[config.mk]
export PLATFORM = sky130hd
export DESIGN_NAME = alu_mul_sequencer
export DESIGN_NICKNAME = d
export VERILOG_FILES = /design/src/rtl/alu_pkg.sv /design/src/rtl/alu_mul_sequencer.sv
export SDC_FILE = /design/constraint.sdc
export NUM_CORES = 1
export LEC_CHECK = 0
export BUFFER_PORTS_ARGS = -buffer_cell sky130_fd_sc_hd__buf_4
export CAP_MARGIN = 20
export CORE_AREA = 5 5 117 119
export CTS_CLUSTER_DIAMETER = 120
export DETAILED_ROUTE_END_ITERATION = 12
export DIE_AREA = 0 0 122 124
export HOLD_SLACK_MARGIN = 0.15
export PLACE_DENSITY = 0.75
export SLEW_MARGIN = 25
export SYNTH_ARGS = -nofsm -noshare
export SYNTH_HDL_FRONTEND = slang
export SYNTH_SLANG_ARGS = --single-unit
[constraint.sdc]
create_clock -name clk -period 1.5 [get_ports clk]
set_clock_uncertainty 0.15 [all_clocks]
set_input_delay 0.075 -clock clk [delete_from_list [all_inputs] [get_ports clk]]
set_output_delay 0.075 -clock clk [all_outputs]
set_load 0.02 [all_outputs]
[src/rtl/alu_pkg.sv]
// rtl/alu_pkg.sv - shared ALU opcodes and multiply sequencer state encoding
package alu_pkg;

  localparam logic [3:0] ALU_ADD  = 4'b0000;
  localparam logic [3:0] ALU_SUB  = 4'b0001;
  localparam logic [3:0] ALU_LUI  = 4'b0010;
  localparam logic [3:0] ALU_ORI  = 4'b0011;
  localparam logic [3:0] ALU_SLLI = 4'b0100;
  localparam logic [3:0] ALU_SRLI = 4'b0101;

  typedef enum logic [2:0] {
    SEQ_IDLE = 3'd0,
    SEQ_ACC  = 3'd1,
    SEQ_SHL  = 3'd2,
    SEQ_SHR  = 3'd3,
    SEQ_DONE = 3'd4
  } seq_state_t;

endpackage

[src/rtl/alu_mul_sequencer.sv]
// rtl/alu_mul_sequencer.sv - shift-and-add multiply that borrows the shared ALU
module alu_mul_sequencer
  import alu_pkg::*;
#(
  parameter int DATA_WIDTH = 32
) (
  input  logic                  clk,
  input  logic                  reset,
  input  logic                  start_i,
  input  logic [DATA_WIDTH-1:0] a_i,
  input  logic [DATA_WIDTH-1:0] b_i,
  output logic                  ready_o,
  output logic                  alu_req_o,
  output logic                  done_o,
  output logic [DATA_WIDTH-1:0] product_o,
  output logic [3:0]            alu_op_o,
  output logic [DATA_WIDTH-1:0] alu_a_o,
  output logic [DATA_WIDTH-1:0] alu_b_o,
  input  logic [DATA_WIDTH-1:0] alu_result_i,
  input  logic                  alu_zero_i
);

  seq_state_t            state_q, state_d;
  logic [DATA_WIDTH-1:0] mcand_q, mcand_d;
  logic [DATA_WIDTH-1:0] mplier_q, mplier_d;
  logic [DATA_WIDTH-1:0] prod_q, prod_d;

  always_ff @(posedge clk or negedge reset) begin
    if (!reset) begin
      state_q  <= SEQ_IDLE;
      mcand_q  <= '0;
      mplier_q <= '0;
      prod_q   <= '0;
    end else begin
      state_q  <= state_d;
      mcand_q  <= mcand_d;
      mplier_q <= mplier_d;
      prod_q   <= prod_d;
    end
  end

  // Outputs decode only registered state, so start_i never reaches them combinationally.
  always_comb begin
    state_d   = state_q;
    mcand_d   = mcand_q;
    mplier_d  = mplier_q;
    prod_d    = prod_q;
    ready_o   = 1'b0;
    alu_req_o = 1'b0;
    done_o    = 1'b0;
    alu_op_o  = ALU_ADD;
    alu_a_o   = '0;
    alu_b_o   = '0;

    case (state_q)
      SEQ_IDLE: begin
        ready_o = 1'b1;
        if (start_i) begin
          mcand_d  = a_i;
          mplier_d = b_i;
          prod_d   = '0;
          if (b_i == '0)  state_d = SEQ_DONE;
          else if (b_i[0]) state_d = SEQ_ACC;
          else             state_d = SEQ_SHL;
        end
      end
      SEQ_ACC: begin
        alu_req_o = 1'b1;
        alu_op_o  = ALU_ADD;
        alu_a_o   = prod_q;
        alu_b_o   = mcand_q;
        prod_d    = alu_result_i;
        state_d   = SEQ_SHL;
      end
      SEQ_SHL: begin
        alu_req_o = 1'b1;
        alu_op_o  = ALU_SLLI;
        alu_a_o   = mcand_q;
        alu_b_o   = DATA_WIDTH'(1);
        mcand_d   = alu_result_i;
        state_d   = SEQ_SHR;
      end
      SEQ_SHR: begin
        // The zero flag on the shifted multiplier ends the loop early.
        alu_req_o = 1'b1;
        alu_op_o  = ALU_SRLI;
        alu_a_o   = mplier_q;
        alu_b_o   = DATA_WIDTH'(1);
        mplier_d  = alu_result_i;
        if (alu_zero_i)           state_d = SEQ_DONE;
        else if (alu_result_i[0]) state_d = SEQ_ACC;
        else                      state_d = SEQ_SHL;
      end
      SEQ_DONE: begin
        done_o  = 1'b1;
        state_d = SEQ_IDLE;
      end
      default: state_d = SEQ_IDLE;
    endcase
  end

  assign product_o = prod_q;

endmodule

* Word-level counts from Yosys, hierarchy flattened
Index checks and enable logic that the tools add are counted.
** Storage, ports and cells
- Register bits :: 99
- Bits in latches :: 0
- Memory bits (writable) :: 0
- Memory bits (read-only) :: 0
- Memories :: 0
** Operators by class
- Add/sub/neg operators :: 0
- $mul :: 0
- Div/mod/pow operators :: 0
- Magnitude comparators :: 0
- Equal/unequal tests :: 5
- Shifts and indexed selects :: 0
- Muxes and demuxes :: 18
- Bitwise operators :: 0
- Reductions and logical operators :: 10
** Operators by type and width (count)
- $pmux W32 S2 :: 4
- $mux W32 :: 3
- $pmux W32 S3 :: 1
- $logic_not A32 Y1 :: 1
- $pmux W3 S4 :: 1
- $mux W3 :: 3
- $eq A3 B2 Y1 const B :: 2
- $pmux W3 S2 :: 1
- $reduce_and A2 Y1 :: 3
- $reduce_bool A2 Y1 :: 3
- $mux W2 :: 2
- $eq A3 B1 Y1 const B :: 1
- $eq A3 B3 Y1 const B :: 1
- $logic_not A3 Y1 :: 1
- $mux W1 :: 3
- $reduce_or A3 Y1 :: 1
- $ne A2 B2 Y1 const B :: 1
- $reduce_or A2 Y1 :: 1

* Depth between registers and ports, before layout
- Depth in word-level cells :: 4
- Gate-level depth with buffers :: 7

* Worst setup path before layout
OpenSTA, ideal clock, no wires.
- Path type :: reg2reg
- Start :: register state_q[2]
- End :: register mcand_q[0]
- Library setup time :: 0.123 ns
- Arrival :: 1.520 ns
- Data required time :: 1.227 ns
- Path slack :: -0.294 ns
- Stages on the path, launching flop included :: 8
- Period minus slack after synthesis :: 1.794 ns
- Cells stage by stage :: dfrtp_1 > buf_2 > nor3_4 > and2_1 > buf_6 > buf_6 > mux2i_1 > o21ai_1
** On the way
- Word-level cells in the longest chain between the ends :: 3
** RTL lines
- start, declared :: line alu_mul_sequencer.sv:23 : seq_state_t state_q, state_d;
- start signal, assigned :: line alu_mul_sequencer.sv:35 : state_q <= state_d;
- $eq A3 B2 Y1 / $logic_not A3 Y1 (equally long branches) :: line alu_mul_sequencer.sv:55 : case (state_q)
- $reduce_bool A2 Y1 (no line) / $ne A2 B2 Y1 (equally long branches)
- $reduce_and A2 Y1 (no line)
- end signal, assigned :: line alu_mul_sequencer.sv:36 : mcand_q <= mcand_d;
- end, declared :: line alu_mul_sequencer.sv:24 : logic [DATA_WIDTH-1:0] mcand_q, mcand_d;
Parallel ways exist; a longest one is shown, timed or not.
A chain may end at the register's enable or synchronous reset.

* Final worst setup path
- Start :: register state_q[0]
- End :: output alu_a_o[24]
** On the way
- Word-level cells in the longest chain between the ends :: 2
** RTL lines
- $eq A3 B2 Y1 / $eq A3 B1 Y1 (equally long branches) :: line alu_mul_sequencer.sv:55
- $pmux W32 S3 * :: line alu_mul_sequencer.sv:55
- end, declared :: line alu_mul_sequencer.sv:17 : output logic [DATA_WIDTH-1:0] alu_a_o,
Every way passes the cells marked *; elsewhere a longest branch is shown, timed or not.

==> reports/summary.txt <==
==================================================================================================
Clock latency on the worst-skew pair ................................................      0.35 ns
Flops & latches, synth ..............................................................           99
Final setup vio count ...............................................................          167
Violations in the final reports ..................................................... negative setup slack
Placed cells ........................................................................          994
Root cell of the clock tree .........................................................    clkbuf_16
Comb pwr share ......................................................................        69.3%
Total wire length after detailed routing ............................................     32100 um
Slew at the pin closest to its max-slew limit .......................................     0.515 ns
Initial antenna violation count .....................................................            0
Count of maximum capacitance violations .............................................            0
Number of hold violations in the final report .......................................            0
Leakage .............................................................................      5.14 nW
First-pass GRT wire length ..........................................................     39200 um
Worst-case headroom to the max-slew limit ...........................................        65.4%
Dpl ws ..............................................................................    -0.437 ns
Req. time, crit path ................................................................      1.27 ns
Worst path arrival time .............................................................      1.86 ns
Number of iterations in the first detailed-routing pass .............................            5
ANT cells ...........................................................................            0
Top_reg_cell synth ..................................................................      dfrtp_1
Critical path type .................................................................. register to primary output
Peak supply drop ....................................................................      1.45 mV
Ys Warns ............................................................................            0
Chip width ..........................................................................       122 um
Period Utilization, post-route ......................................................         139%
Pins Over Slew Limit ................................................................            0
WL/cell .............................................................................      27.3 um
Number of vias after detailed routing ...............................................         7433
FP Rows .............................................................................           41
Number of DRC markers after the initial detailed-route iteration ....................          854
Initial cell density of the core ....................................................        43.8%
Most frequently used cell type in the post-synthesis netlist ........................      nand2_1
Number of standard cells in the final layout excluding fillers ......................         1177
Post-Route Setup TNS ................................................................    -77.42 ns
TritonCTS clock tree ................................................................         done
Worst setup EP type ................................................................. primary output
Status .............................................................................. finished, violations left
Share of the synthesized area in the top cell type ..................................        45.4%
Synth cell count leaders ............................................................ nand2_1, dfrtp_1, nor2_1, o21ai_1, and2_1
CTS Buf Count .......................................................................            9
Number of antenna-violating nets in the routed design ...............................            0
Clock transition time at the flip-flop clock pins of the worst setup and hold paths .      0.07 ns
Async set or reset register ratio after synthesis ...................................         100%
Worst Setup Slack, final ............................................................    -0.581 ns
Estimated wirelength of the detail-placed design ....................................     13100 um
Sequential power share ..............................................................        20.5%
GP Congestion .......................................................................        0.902
Residual DRC count ..................................................................            0
Number of nets in the layout ........................................................         1100
Pin count of the biggest net entering global routing ................................           35
Hold WC Path Type ................................................................... primary input to register
Number of buffers between clock root and the deepest sink ...........................            2
Cell area after synthesis ...........................................................    5450 um^2
Detail-routed via count per cell ....................................................         6.32
Die Area ............................................................................   15100 um^2
Startpoint type of the worst setup path .............................................     register
Maximum fanout encountered on the critical timing path ..............................            8
P_int ...............................................................................     0.0145 W
Via count of the first global-routing pass ..........................................         7201
Switching share of total power ......................................................        45.7%
H-Tree Level Count ..................................................................            3
Area Growth Syn to Fin ..............................................................         107%
Cell count after synthesis ..........................................................          636
Avg Cell Area, Syn ..................................................................    8.58 um^2
Count of clock tree sinks ...........................................................           99
Quantity of I/O buffers inserted on ports ...........................................          200
Share of synthesized area occupied by flip-flops and latches ........................        45.4%
Power density relative to cell area ................................................. 2370 nW/um^2
RSZ-0062 raised after global routing ................................................         true
Most area-hungry cell type in the Yosys netlist .....................................      dfrtp_1
Core outline area ...................................................................   12500 um^2
Synth area leaders .................................................................. dfrtp_1, nand2_1, mux2_2
Net Switching .......................................................................     0.0122 W
Fraction of layout cells with a size suffix above 1 .................................        57.9%
Total power after layout ............................................................     0.0267 W
Tot GR Track Use ....................................................................        34.0%
Clock network fraction of total power ...............................................        10.3%
EDFF count, synth ...................................................................            0
Overflow after GRT ..................................................................            0
Utilization after layout ............................................................        90.5%
Maximum operating frequency .........................................................      481 MHz
Library cells used by synthesis .....................................................           27
IO Count ............................................................................          203
DIE HEIGHT ..........................................................................       124 um
Clock period minus final worst setup slack ..........................................      2.08 ns
==================================================================================================
==> metrics by stage <==
step	hold WS (ns)	area, um^2
after floorplan	-0.371	5560
after global placement	-0.126	7470
after detailed placement	-0.123	7470
after CTS	0.156	10200
after global routing	0.214	11300
final	0.201	11300
==> final timing paths <==
path	start	to	slack, ns	depth (start not counted)
max in group asynchronous	reset	product_o[9]$_DFFE_PN0P_	0.11	4
min in group asynchronous	reset	mcand_q[28]$_DFFE_PN0P_	0.56	3
worst min-delay path	b_i[13]	state_q[2]$_DFFE_PN0P_	0.20	5
worst max register to register	state_q[1]$_DFFE_PN0P_	mplier_q[25]$_DFFE_PN0P_	-0.54	8
worst min register to register	mplier_q[13]$_DFFE_PN0P_	mplier_q[13]$_DFFE_PN0P_	0.41	2
worst max-delay path	state_q[0]$_DFFE_PN0P_	alu_a_o[24]	-0.58	6
==> power by group through the flow <==
stage	clock (W)	sequential [W]	combinational, W
after CTS	0.00268	0.00499	0.0143
after detailed placement	0	0.00491	0.0112
after floorplan	0	0.00500	0.00661
after global placement	0	0.00485	0.0109
after global routing	0.00281	0.00556	0.0191
final	0.00274	0.00546	0.0185
==> worst max-delay path: stages, from the launching register on <==
cell and delay [ns]:
dfrtp_2 0.45, buf_6 0.16, clkbuf_16 0.18, mux2_4 0.32
a22oi_2 0.19, nor2_2 0.07, buf_6 0.14
==> area by class of cell <==
| type | count | area, um^2 |
|---|---|---|
| tap | 172 | 215 |
| timing repair buffer | 404 | 4330 |
| fill | 428 | 1190 |
| sequential | 99 | 2480 |
| inverter | 3 | 16.3 |
| multi-input combinational | 483 | 3890 |
| clock buffer | 10 | 229 |
| clock inverter | 6 | 113 |
==> flip-flops by register name, indices dropped and copies added, names as in the netlist <==
name and cells:
mcand_q 32, mplier_q 32, product_o 32, state_q 3
==> placed cells by master, fill, tap and decap left out, types with 2 or more instances in the layout <==
master         netlist  final
buf_6                3     82
nand2_2              0     26
a31oi_4              0      7
mux2_2              32     16
dfrtp_2              0      3
clkbuf_16            0     18
a22oi_2              0     29
bufinv_16            0      3
mux2i_1             32     29
conb_1               1      2
nor2_1              69     35
dfrtp_1             99     96
buf_8                2      3
nor2_2               0     31
nand2_1            163     78
nand2_8              0      3
and2_4               0     34
nor4_1               8      7
a22oi_1             32      3
nand4_1              2      2
buf_12               0     24
nand2_4              0     57
mux2i_2              0      3
mux2_4               0     16
o21ai_2              0     24
nor3_4               1      2
inv_4                0      2
buf_16               0     13
nor2_4               0      4
a31oi_1             33     25
o21ai_1             64     40
dlygate4sd3_1        0    101
buf_4                5    172
==> cell families after synthesis <==
group | share of synthesized area, %
mux | 12.5
buf+inv | 5.62
flops | 45.4
compound gates | 14.7
other cells | 0.0688
simple gates | 21.7
==> layer usage <==
layer	GRT usage (%)	vias to the layer above	share of wire, %
met5	0	-	0
met1	42.0	3534	34
met3	8.49	249	11
met2	55.6	729	46
li1	-	2921	-
met4	17.1	0	8.0
==> what timing repair did <==
action | CTS | global route
pin swaps | 61 | 105
hold endpoints to repair | 198 | 0
hold buffers | 101 | 0
gates cloned | 21 | 10
resized for setup | 174 | 227
setup endpoints to repair | 167 | 242
buffers inserted | 29 | 18
Power figures use the tool's default switching activity.
